## config.mk

```make
export PLATFORM = sky130hd
export DESIGN_NAME = spi_adc_responder
export DESIGN_NICKNAME = d
export VERILOG_FILES = /design/src/rtl/spi_adc_responder.sv
export SDC_FILE = /design/constraint.sdc
export NUM_CORES = 1
export LEC_CHECK = 0
export CAP_MARGIN = 30
export CORE_ASPECT_RATIO = 1.4
export CORE_MARGIN = 1.5
export CORE_UTILIZATION = 51
export CTS_BUF_LIST = sky130_fd_sc_hd__clkbuf_8
export DETAILED_ROUTE_END_ITERATION = 7
export GPL_TIMING_DRIVEN = 0
export PLACE_DENSITY = 0.8
export SLEW_MARGIN = 20
export SYNTH_ARGS = -nofsm -noshare
export SYNTH_HDL_FRONTEND = slang
export SYNTH_SLANG_ARGS = --single-unit
```

## constraint.sdc

```tcl
create_clock -name clk_i -period 1.77 [get_ports clk_i]
set_clock_uncertainty 0.1 [all_clocks]
set_input_delay 0.2655 -clock clk_i [delete_from_list [all_inputs] [get_ports clk_i]]
set_output_delay 0.2655 -clock clk_i [all_outputs]
set_load 0.005 [all_outputs]
```

## src/rtl/spi_adc_responder.sv

```systemverilog
// SPI mode-0 responder emulating a 12-bit serial ADC: takes a command, returns a sample.
// Define SPI_RESP_STARTBIT_EN to reject commands whose first (start) bit is 0.
module spi_adc_responder #(
  parameter int unsigned CMD_BITS    = 8,
  parameter int unsigned DATA_BITS   = 12,
  parameter int unsigned SYNC_STAGES = 2
) (
  input  logic                 clk_i,
  input  logic                 rst_i,
  input  logic                 cs_i,
  input  logic                 dclk_i,
  input  logic                 mosi_i,
  output logic                 miso_o,
  input  logic [DATA_BITS-1:0] sample_i,
  output logic [CMD_BITS-1:0]  cmd_o,
  output logic                 cmd_valid_o,
  output logic                 frame_done_o
);

  localparam int unsigned TotalBits = CMD_BITS + DATA_BITS;
  localparam int unsigned CntW      = $clog2(TotalBits + 1);

  typedef enum logic [1:0] {StIdle, StCmd, StData, StTail} state_e;

  logic [SYNC_STAGES-1:0] cs_sync, dclk_sync, mosi_sync;
  logic                   cs_prev, dclk_prev;
  logic                   cs_rise_q, cs_fall_q, dclk_rise_q, dclk_fall_q, mosi_q;

  state_e                 state_q, state_d;
  logic [CntW-1:0]        cnt_q, cnt_d;
  logic [CMD_BITS-2:0]    cmd_sh_q, cmd_sh_d;
  logic [DATA_BITS-1:0]   data_sh_q, data_sh_d;
  logic [CMD_BITS-1:0]    cmd_q, cmd_d;
  logic                   miso_q, miso_d;
  logic                   cmd_valid_q, cmd_valid_d;
  logic                   frame_done_q, frame_done_d;
  logic [CMD_BITS-1:0]    cmd_word;
  logic                   cmd_ok;

  // Edge pulses are registered one stage past the synchronizer; mosi travels alongside.
  always_ff @(posedge clk_i or posedge rst_i) begin
    if (rst_i) begin
      cs_sync     <= '0;
      dclk_sync   <= '0;
      mosi_sync   <= '0;
      cs_prev     <= 1'b0;
      dclk_prev   <= 1'b0;
      cs_rise_q   <= 1'b0;
      cs_fall_q   <= 1'b0;
      dclk_rise_q <= 1'b0;
      dclk_fall_q <= 1'b0;
      mosi_q      <= 1'b0;
    end else begin
      cs_sync     <= {cs_sync[SYNC_STAGES-2:0], cs_i};
      dclk_sync   <= {dclk_sync[SYNC_STAGES-2:0], dclk_i};
      mosi_sync   <= {mosi_sync[SYNC_STAGES-2:0], mosi_i};
      cs_prev     <= cs_sync[SYNC_STAGES-1];
      dclk_prev   <= dclk_sync[SYNC_STAGES-1];
      cs_rise_q   <= cs_sync[SYNC_STAGES-1] & ~cs_prev;
      cs_fall_q   <= ~cs_sync[SYNC_STAGES-1] & cs_prev;
      dclk_rise_q <= dclk_sync[SYNC_STAGES-1] & ~dclk_prev;
      dclk_fall_q <= ~dclk_sync[SYNC_STAGES-1] & dclk_prev;
      mosi_q      <= mosi_sync[SYNC_STAGES-1];
    end
  end

  always_ff @(posedge clk_i or posedge rst_i) begin
    if (rst_i) begin
      state_q      <= StIdle;
      cnt_q        <= '0;
      cmd_sh_q     <= '0;
      data_sh_q    <= '0;
      cmd_q        <= '0;
      miso_q       <= 1'b0;
      cmd_valid_q  <= 1'b0;
      frame_done_q <= 1'b0;
    end else begin
      state_q      <= state_d;
      cnt_q        <= cnt_d;
      cmd_sh_q     <= cmd_sh_d;
      data_sh_q    <= data_sh_d;
      cmd_q        <= cmd_d;
      miso_q       <= miso_d;
      cmd_valid_q  <= cmd_valid_d;
      frame_done_q <= frame_done_d;
    end
  end

  assign cmd_word = {cmd_sh_q, mosi_q};

`ifdef SPI_RESP_STARTBIT_EN
  assign cmd_ok = cmd_word[CMD_BITS-1];
`else
  assign cmd_ok = 1'b1;
`endif

  always_comb begin
    state_d      = state_q;
    cnt_d        = cnt_q;
    cmd_sh_d     = cmd_sh_q;
    data_sh_d    = data_sh_q;
    cmd_d        = cmd_q;
    miso_d       = miso_q;
    cmd_valid_d  = 1'b0;
    frame_done_d = 1'b0;
    // A chip-select release takes priority over any dclk edge in the same cycle.
    if (cs_rise_q) begin
      state_d      = StIdle;
      cnt_d        = '0;
      miso_d       = 1'b0;
      frame_done_d = (state_q == StTail);
    end else begin
      unique case (state_q)
        StIdle: begin
          miso_d   = 1'b0;
          cnt_d    = '0;
          cmd_sh_d = '0;
          if (cs_fall_q) state_d = StCmd;
        end
        StCmd: begin
          if (dclk_rise_q) begin
            cmd_sh_d = cmd_word[CMD_BITS-2:0];
            cnt_d    = cnt_q + CntW'(1);
            if (cnt_q == CntW'(CMD_BITS - 1)) begin
              if (cmd_ok) begin
                cmd_d       = cmd_word;
                cmd_valid_d = 1'b1;
                data_sh_d   = sample_i;
                state_d     = StData;
              end else begin
                state_d = StTail;
              end
            end
          end
        end
        StData: begin
          if (dclk_fall_q) begin
            miso_d    = data_sh_q[DATA_BITS-1];
            data_sh_d = {data_sh_q[DATA_BITS-2:0], 1'b0};
          end
          if (dclk_rise_q) begin
            cnt_d = cnt_q + CntW'(1);
            if (cnt_q == CntW'(TotalBits - 1)) state_d = StTail;
          end
        end
        StTail: begin
          if (dclk_fall_q) miso_d = 1'b0;
        end
        default: state_d = StIdle;
      endcase
    end
  end

  assign miso_o       = miso_q;
  assign cmd_o        = cmd_q;
  assign cmd_valid_o  = cmd_valid_q;
  assign frame_done_o = frame_done_q;

endmodule

```

==> results.cfg <==
[placed_design]
dpl_cell_area_mm2 = 0.002615
portBuffers = 27
place_ws_ns = -0.2442
hpwl_um = 2704
place_congestion = 0.7765

[run]
cap_violations = 0

[drt]
antenna_left = 0
vias = 1680
routed_wirelength_um = 4949
drc_errors = 0
dr.first_iter.drc_count = 71
wl_per_cell_um = 16.07
viasPerCell = 5.455
drt_first_pass_iters = 4

[floorplan]
io_pins = 28
die_area_mm2 = 0.004814
start_util_pct = 52.95
num_rows = 28
fp.dieH_um = 81.50
core-area_mm2 = 0.004239
die_x_um = 59.07

[critical_path]
crit_chain = inv_2 -> ha_4 -> nand4bb_1 -> o32ai_2 -> nand2_2 -> mux2_4
worstPathRequired_ns = 1.88
regToRegEndpoint = state_q[0]
end_kind = flip-flop
cp_data_arrival_time_ns = 1.88
r2r_start = state_q[0]
cpPeakStageDelay_ns = 0.42
startpoint_type = flip-flop
cpMaxStageDelayCell = dfrtp_1
crit_type = flip-flop to flip-flop
regToRegSetupSlack_ns = -0.0004
rr_worst_depth = 6
path_max_fanout = 4

[power_and_ir_drop]
vdd_ir_drop_max_uv = 864.3
p_leak_nw = 1.329
powerDensity_mw_per_mm2 = 1222

[cts]
clockRootBuffer = clkbuf_8
clk_pin_slew_ns = 0.09
numCtsBuffers = 5
cts_tree = done
clockBufferDepth = 2
clkSinkCount = 50
clk_latency_ns = 0.31
ctsHtreeMaxLevel = 2

[timing]
final.min_clock_period_ns = 1.770
max_freq_mhz = 564.8
rsz0062_at_grt = yes
setup_tns_ns = -0.0004043
setup_violations = 1
worst_slew_pin_slew_ns = 0.4328
final.setup.worst_slack_ns = -0.0004043
finalHoldViolations = 0
maxSlewHeadroom_pct = 71.10
slew_violations = 0
fin_crit_sh_pct = 100.0

[global_routing]
grt-ovfl-total = 0
grt_pass1_wl_um = 8004
grt_max_degree = 33
antenna_found_initial = 0
grt_pass1_vias = 1704
track_usage_pct = 22.47

[layout]
nets = 270
antenna_cells = 0
fill_cells = 289
final_common_cell = dfrtp_1
multiInputGateArea_mm2 = 0.001072
area_delta_synth_final_pct = 39.35
layout_common_cells = dfrtp_1 (48), clkdlybuf4s50_1 (27), buf_4 (18)
drive_above_1_share_pct = 30.24
fin_area_mm2 = 0.003128
finish.utilization_pct = 73.79
register_area_mm2 = 0.001254

[synth]
ys_ff_latch = 50
syn_nets = 216
syn_area_per_cell_um2 = 11.63
synth.distinct_cells = 32
seq_area_frac_synth_pct = 55.74
netlist_area_mm2 = 0.002245
syn_inst = 193
yosys_warnings = 0

[status]
status = finished with violations
violations = negative setup slack

[hold_path]
min_path_type = primary input to asynchronous set/reset pin
-- how the worst max path moves through the flow --
| stage | startpoint | end |
|---|---|---|
| 2_1_floorplan | state_q[0] | state_q[0] |
| 3_3_place_gp | rst_i | cnt_q[3] |
| 3_5_place_dp | state_q[0] | data_sh_q[9] |
| 4_1_cts | state_q[1] | cmd_o[6] |
| 5_1_grt | state_q[0] | state_q[0] |
| 6_report | state_q[0] | state_q[0] |
-- power breakdown --
part	leakage (nW)	internal, mW	switching, mW
Clock	0.0618	0.465	0.398
Combinational	0.638	0.772	0.736
Sequential	0.630	1.32	0.131
Total	1.33	2.56	1.26
-- flip-flops by register name, indices dropped and copies added, names as in the netlist --
register / flops
data_sh_q: 12
mosi_q: 1
cs_rise_q: 1
dclk_sync: 2
cmd_o: 8
cs_sync: 2
cmd_sh_q: 7
mosi_sync: 2
cs_prev: 1
cnt_q: 5
cmd_valid_o: 1
dclk_prev: 1
state_q: 2
frame_done_o: 1
cs_fall_q: 1
dclk_rise_q: 1
miso_o: 1
dclk_fall_q: 1
-- worst max-delay path: cells and delay by family, from the launching register on --
family                     cells  cell delay [ns]
adders and majority gates      1             0.20
buffers and inverters          1             0.13
AOI/OAI and AO/OA              1             0.26
and+or+nand+nor                2             0.26
muxes                          1             0.30
DFF                            1             0.42
-- timing repair --
| action | 4_1_cts | 5_1_grt |
|---|---|---|
| setup buffers | 17 | 3 |
| pin swaps | 6 | 4 |
| hold buffers | 0 | 0 |
| setup endpoints to repair | 30 | 31 |
| gates resized for setup | 42 | 25 |
| cloned | 2 | 0 |
-- through the flow --
stage,std cells,hold WS [ns],total power [mW]
detailed placement,281,0.2426,2.373
finish,308,0.1624,3.824
global route,308,0.1887,4.017
global placement,280,0.2321,2.342
CTS,307,0.1706,3.575
floorplan,193,0.1969,2.138
-- kinds of logic after synthesis --
kind of cell / after synthesis / share of synthesized area [%]
DFF: 50 / 55.74
AOI/OAI and AO/OA: 44 / 12.99
and+or+nand+nor: 40 / 9.977
muxes: 26 / 12.26
buffers and inverters: 23 / 4.125
adders and majority gates: 6 / 3.344
xor gates and xnor gates: 4 / 1.561
-- synthesized netlist by cell type, drive strengths merged --
cell | count | area (um2)
a31oi | 11 | 68.82
mux2 | 12 | 135.1
nand2b | 2 | 12.51
ha | 6 | 75.07
nand4bb | 1 | 11.26
a22o | 7 | 61.31
xor2 | 3 | 26.28
a21o | 1 | 7.510
o41ai | 1 | 27.53
nor2 | 8 | 30.03
nand3 | 4 | 25.02
o32ai | 1 | 8.760
buf | 5 | 25.03
nor4 | 1 | 21.27
nor2b | 8 | 50.05
o21ai | 8 | 40.04
and2 | 1 | 6.260
xnor2 | 1 | 8.760
inv | 12 | 45.04
and3 | 1 | 6.260
nor3 | 1 | 5.000
mux2i | 14 | 140.1
nor3b | 2 | 15.01
dfrtp | 50 | 1251
o21bai | 1 | 7.510
clkbuf | 6 | 22.52
a21oi | 14 | 70.07
nand2 | 11 | 41.29
-- layer usage --
| layer | routed length, um | global-route usage [%] | up-vias |
|---|---|---|---|
| met5 | 0 | 0 | - |
| met4 | 170 | 10.23 | 0 |
| met3 | 152 | 4.567 | 16 |
| met2 | 2722 | 39.22 | 47 |
| met1 | 1903 | 26.17 | 839 |
| li1 | - | - | 778 |
-- layout make-up --
type / count / share of cell area [%]
sequential: 50 / 40.08
multi-input combinational: 120 / 34.28
timing repair buffer: 49 / 14.92
buffer: 9 / 3.000
clock buffer: 6 / 2.640
tap: 60 / 2.400
inverter: 12 / 1.440
clock inverter: 2 / 1.240
Note: power is estimated with default switching activity, not from simulation.
